[src/rtl/cache_mux_types.sv]
// Shared type definitions for the cache-side multiplexers and the L2 arbiter.
package cache_mux_types;

    localparam int unsigned LINE_W = 256;
    localparam int unsigned ADDR_W = 32;

    typedef enum logic [1:0] {
        IDLE    = 2'd0,
        SERVE_I = 2'd1,
        SERVE_D = 2'd2
    } arbiter_state_t;

    typedef struct packed {
        logic [ADDR_W-1:0] addr;
        logic              read;
        logic              write;
        logic [LINE_W-1:0] wdata;
    } l2_req_t;

    localparam l2_req_t L2_REQ_RESET = '{addr: 32'h0, read: 1'b0, write: 1'b0, wdata: 256'h0};

endpackage

[src/rtl/l2_arbiter.sv]
// Two-port L1I/L1D arbiter in front of the unified L2; one outstanding L2 transaction at a time.
// Optional macro ROUND_ROBIN_EN: alternate between ports on ties instead of always favouring D.
module l2_arbiter
    import cache_mux_types::*;
(
    input  logic         clk,
    input  logic         rst,

    input  logic [31:0]  i_mem_address,
    input  logic         i_mem_read,
    output logic [255:0] i_mem_rdata256,
    output logic         i_mem_resp,

    input  logic [31:0]  d_mem_address,
    input  logic         d_mem_read,
    input  logic         d_mem_write,
    input  logic [255:0] d_mem_wdata256,
    output logic [255:0] d_mem_rdata256,
    output logic         d_mem_resp,

    output logic [31:0]  l2_mem_address,
    output logic         l2_mem_read,
    output logic         l2_mem_write,
    output logic [255:0] l2_mem_wdata256,
    input  logic [255:0] l2_mem_rdata256,
    input  logic         l2_mem_resp
);

    arbiter_state_t state_q, state_d;
    l2_req_t        req_q, req_d;

    logic i_req_s;
    logic d_req_s;
    logic grant_i_s;
    logic grant_d_s;

    assign i_req_s = i_mem_read;
    assign d_req_s = d_mem_read | d_mem_write;

`ifdef ROUND_ROBIN_EN
    // High when D won the most recent grant; reset value favours D on the first tie.
    logic last_d_q, last_d_d;

    // Tie resolution: the port that did not win last time gets the grant.
    always_comb begin
        if (d_req_s && (!i_req_s || !last_d_q)) begin
            grant_d_s = 1'b1;
        end else begin
            grant_d_s = 1'b0;
        end
    end

    // Pointer only moves when a grant is actually issued.
    always_comb begin
        last_d_d = last_d_q;
        if (state_q == IDLE) begin
            if (grant_d_s) begin
                last_d_d = 1'b1;
            end else if (i_req_s) begin
                last_d_d = 1'b0;
            end else begin
                last_d_d = last_d_q;
            end
        end else begin
            last_d_d = last_d_q;
        end
    end

    // Pointer register.
    always_ff @(posedge clk) begin
        if (rst) begin
            last_d_q <= 1'b0;
        end else begin
            last_d_q <= last_d_d;
        end
    end
`else
    // Fixed priority: D always wins a tie.
    always_comb begin
        if (d_req_s) begin
            grant_d_s = 1'b1;
        end else begin
            grant_d_s = 1'b0;
        end
    end
`endif

    assign grant_i_s = i_req_s & ~grant_d_s;

    // Next-state and request-register capture.
    always_comb begin
        state_d = state_q;
        req_d   = req_q;
        case (state_q)
            IDLE: begin
                if (grant_d_s) begin
                    // A simultaneous read and write-back from D is treated as the write-back.
                    state_d       = SERVE_D;
                    req_d.addr    = d_mem_address;
                    req_d.write   = d_mem_write;
                    req_d.read    = d_mem_read & ~d_mem_write;
                    req_d.wdata   = d_mem_wdata256;
                end else if (grant_i_s) begin
                    state_d       = SERVE_I;
                    req_d.addr    = i_mem_address;
                    req_d.read    = 1'b1;
                    req_d.write   = 1'b0;
                    req_d.wdata   = 256'h0;
                end else begin
                    state_d = IDLE;
                end
            end
            SERVE_I, SERVE_D: begin
                if (l2_mem_resp) begin
                    state_d     = IDLE;
                    req_d.read  = 1'b0;
                    req_d.write = 1'b0;
                end else begin
                    state_d = state_q;
                end
            end
            default: begin
                state_d = IDLE;
                req_d   = L2_REQ_RESET;
            end
        endcase
    end

    // State and request registers.
    always_ff @(posedge clk) begin
        if (rst) begin
            state_q <= IDLE;
            req_q   <= L2_REQ_RESET;
        end else begin
            state_q <= state_d;
            req_q   <= req_d;
        end
    end

    assign l2_mem_address  = req_q.addr;
    assign l2_mem_read     = req_q.read;
    assign l2_mem_write    = req_q.write;
    assign l2_mem_wdata256 = req_q.wdata;

    // Response routing is combinational so the L1 sees completion in the L2's response cycle.
    assign i_mem_resp     = (state_q == SERVE_I) & l2_mem_resp;
    assign d_mem_resp     = (state_q == SERVE_D) & l2_mem_resp;
    assign i_mem_rdata256 = l2_mem_rdata256;
    assign d_mem_rdata256 = l2_mem_rdata256;

endmodule

[config.mk]
export PLATFORM = sky130hd
export DESIGN_NAME = l2_arbiter
export DESIGN_NICKNAME = d
export VERILOG_FILES = /design/src/rtl/cache_mux_types.sv /design/src/rtl/l2_arbiter.sv
export SDC_FILE = /design/constraint.sdc
export NUM_CORES = 1
export LEC_CHECK = 0
export ABC_AREA = 1
export BUFFER_PORTS_ARGS = -buffer_cell sky130_fd_sc_hd__buf_2
export CAP_MARGIN = 30
export CORE_AREA = 2 2 537 539
export CTS_BUF_LIST = sky130_fd_sc_hd__clkbuf_16
export CTS_CLUSTER_DIAMETER = 100
export DETAILED_ROUTE_END_ITERATION = 7
export DIE_AREA = 0 0 539 541
export GPL_TIMING_DRIVEN = 0
export PLACE_DENSITY = 0.3
export SLEW_MARGIN = 10
export SYNTH_ARGS = -nofsm -noshare
export SYNTH_HDL_FRONTEND = slang
export SYNTH_SLANG_ARGS = --single-unit
export TNS_END_PERCENT = 30
[constraint.sdc]
create_clock -name clk -period 1.5 [get_ports clk]
set_input_delay 0.15 -clock clk [delete_from_list [all_inputs] [get_ports clk]]
set_output_delay 0.15 -clock clk [all_outputs]
set_load 0.01 [all_outputs]
==> results.md <==
* Startpoint Class: flip-flop
* Vias in the first global route at 22.0k
* CP Launch Point: state_q[1]$_SDFFE_PP0P_
* Gr ovfl total at 0
* GRT Util Overall at 10.1%
* MaxCap Viol Count at 0
* Worst-case clock skew at 0.0215 ns
* Critical-path maximum fanout at 8
* Antenna violations before repair at 74
* First-pass GRT wire length at 199,000 um
* Post-Place Cell Area at 0.0279 mm2
* VDD IR max at 0.722 mV
* Distinct cells, synth at 21
* Failing checks: setup timing
* Pwr Total at 0.0396 W
* Clock latency on the worst-skew pair at 0.67 ns
* CP Capture Point: l2_mem_wdata256[248]$_SDFFE_PP0P_
* Reg-to-reg setup timing slack at -0.44 ns
* Root Buffer: clkbuf_16
* Fin. Hold Viols at 0
* Synth-to-layout area growth at 101%
* Fmax achieved at 0.516 GHz
* Most frequent cells in the layout: 1,164 x buf_2, 689 x nor2_1, 549 x buf_4, 332 x inv_1, 314 x dlygate4sd3_1
* Top-Level Pins at 1,386
* DR WL met2 at 71,700 um
* Combinational share of power at 46.1%
* Leak pwr at 17.2 nW
* Slew Viols, Final at 0
* Internal Power at 0.0231 W
* Fin util at 12.2%
* Most common cell after layout, fill and taps aside: buf_2
* # DRC at 0
* Reg2reg end: l2_mem_wdata256[248]$_SDFFE_PP0P_
* Slew margin rel. at 43.2%
* Die height at 541 um
* Worst EP arrival at 2.47 ns
* Synth Warn # at 0
* Width of the die at 539 um
* Final worst slack at -0.440 ns
* Critical Path End Type: flip-flop
* # rows at 197
* Placed Instances at 7,489
* Final min period at 1.94 ns
* CTS tree: yes
* Hpwl dp at 134,000 um
* Clock slew at the register clock pins of the worst setup and hold paths at 0.05 ns
* Required @ worst endpoint at 2.03 ns
* Post-Synthesis Cell Area at 0.0174 mm2
* WL final at 157,000 um
* Unrepaired setup endpoints after global routing: true
* Syn Area/Cell at 6.76 um2
* Status: finished with violations
* Vias per inst at 2.75
* Post-Layout Inst Area at 0.0350 mm2
* Synth Register Bits at 292
* Final Cycle Share at 129%
* PwrDens at 1130 mW/mm2
* Sequential-to-total area share from yosys stat at 33.6%
* Vias at 21.9k
* Sequential share of power at 27.1%
* Initial DRT Pass Iterations at 5
* DR iter-0 viols at 863
* Gate Count Post-Synth at 2,571
* Slew @ Worst Pin at 0.852 ns
* WS Path Type: reg -> reg
* Starting Density at 6.07%
* WL met3 at 18,900 um
* Nets at 4,699
* Layout cells sized above 1 at 50.9%
* Clock share of power at 26.7%
* Clock tree buffer depth at 3
* Setup Viol. Count Final at 296
* Total core area at 0.286 mm2
* CTS HTree Levels at 2
* Final hold slack at 0.0566 ns
* Worst min path class: in -> reg
* Clock buffer count from CTS at 44
* Placer Congestion at 0.896
* Antenna viol nets, final at 0
* Largest net degree at the start of global routing at 13
* Reg-to-reg startpoint: state_q[1]$_SDFFE_PP0P_
* Wire length on met1 at 61,400 um
* Syn_nets at 3,156
* # port buffers at 1,128
* Switching pwr at 0.0165 W
* Clk sink count at 292
* Post-Layout Cell Count at 7,967
* Top sig layer: met5
* WL/cell at 19.7 um
* Net Sw Frac at 41.6%
* Full die area at 0.292 mm2
* Reg2Reg Depth at 12
power groups by stage:
stage	clock [W]	sequential [W]	combinational, W
after floorplan	0	0.0114	0.00658
after global placement	0	0.0107	0.0153
after detailed placement	0	0.0107	0.0153
after CTS	0.0112	0.0106	0.0178
after global routing	0.0114	0.0109	0.0200
final	0.0106	0.0107	0.0183
layout make-up:
type	instances	area, um2
fill	33400	251000
timing repair buffer	1499	9820
multi-input combinational	1275	6590
sequential	292	5850
buffer	672	5270
tap	3781	4730
inverter	330	1240
clock buffer	44	1100
clock inverter	36	309
antenna	38	95.1
per-layer routing:
metal | vias to the layer above | global-route usage (%)
met2 | 1132 | 16.8
met1 | 10100 | 11.4
met5 | - | 0
met4 | 44 | 2.98
li1 | 10500 | -
met3 | 173 | 4.93
state kept, by name, summed over array words and instances (netlist names):
signal and cells:
l2_mem_read 1, l2_mem_write 1, l2_mem_address 32, l2_mem_wdata256 256
state_q 2
Yosys cell counts, drive strengths merged:
library cell | number | area share (%)
dfxtp | 292 | 34
or2 | 1 | 0.036
nor2 | 707 | 15
a21boi | 32 | 1.4
nand3 | 4 | 0.12
ha | 3 | 0.22
a21oi | 260 | 7.5
nand2 | 10 | 0.23
inv | 330 | 7.1
o21ai | 258 | 7.4
buf | 613 | 26
clkbuf | 61 | 1.5
stage by stage:
step / TNS, ns / worst slack (ns)
3_5_place_dp: -394.65 / -1.78
6_report: -102.38 / -0.440
3_3_place_gp: -458.76 / -2.10
4_1_cts: -113.86 / -0.448
5_1_grt: -134.25 / -0.537
2_1_floorplan: -8.95 / -0.0673
worst min-delay path by stage:
stage | startpoint | to | cells past startpoint
2_1_floorplan | i_mem_read | state_q[0]$_SDFFE_PP0P_ | 2
3_3_place_gp | l2_mem_read$_SDFFE_PP0P_ | l2_mem_read$_SDFFE_PP0P_ | 2
3_5_place_dp | l2_mem_read$_SDFFE_PP0P_ | l2_mem_read$_SDFFE_PP0P_ | 2
4_1_cts | d_mem_write | l2_mem_write$_SDFFE_PP0P_ | 3
5_1_grt | d_mem_address[3] | l2_mem_address[3]$_SDFFE_PP0P_ | 7
6_report | i_mem_address[3] | l2_mem_address[3]$_SDFFE_PP0P_ | 7
critical path: stages, from the launching register on:
cell	delay, ns
dfxtp_2	0.32
inv_2	0.08
ha_4	0.17
inv_4	0.04
nor2_4	0.12
nand2_4	0.09
buf_12	0.14
buf_12	0.13
buf_12	0.15
buf_16	0.18
clkbuf_16	0.19
a21oi_1	0.11
nor2_1	0.06
kinds of logic (layout without fill, tap and decap cells):
| logic type | count (synthesis) | after routing | synth area share, % |
|---|---|---|---|
| simple gates | 722 | 722 | 15.7 |
| buf+inv | 1004 | 2581 | 34.2 |
| flops | 292 | 292 | 33.6 |
| compound gates | 550 | 550 | 16.3 |
| fa+ha+maj | 3 | 3 | 0.216 |
| other cells | 0 | 38 | 0 |
repair_timing:
item / CTS / global route
setup buffers: 15 / 8
hold buffers: 313 / 1
pin swaps: 8 / 13
endpoints found under the setup margin: 333 / 328
hold endpoints to repair: 288 / 1
resized for setup: 248 / 247
cloned: 7 / 18
Note: power is estimated with default switching activity, not from simulation.
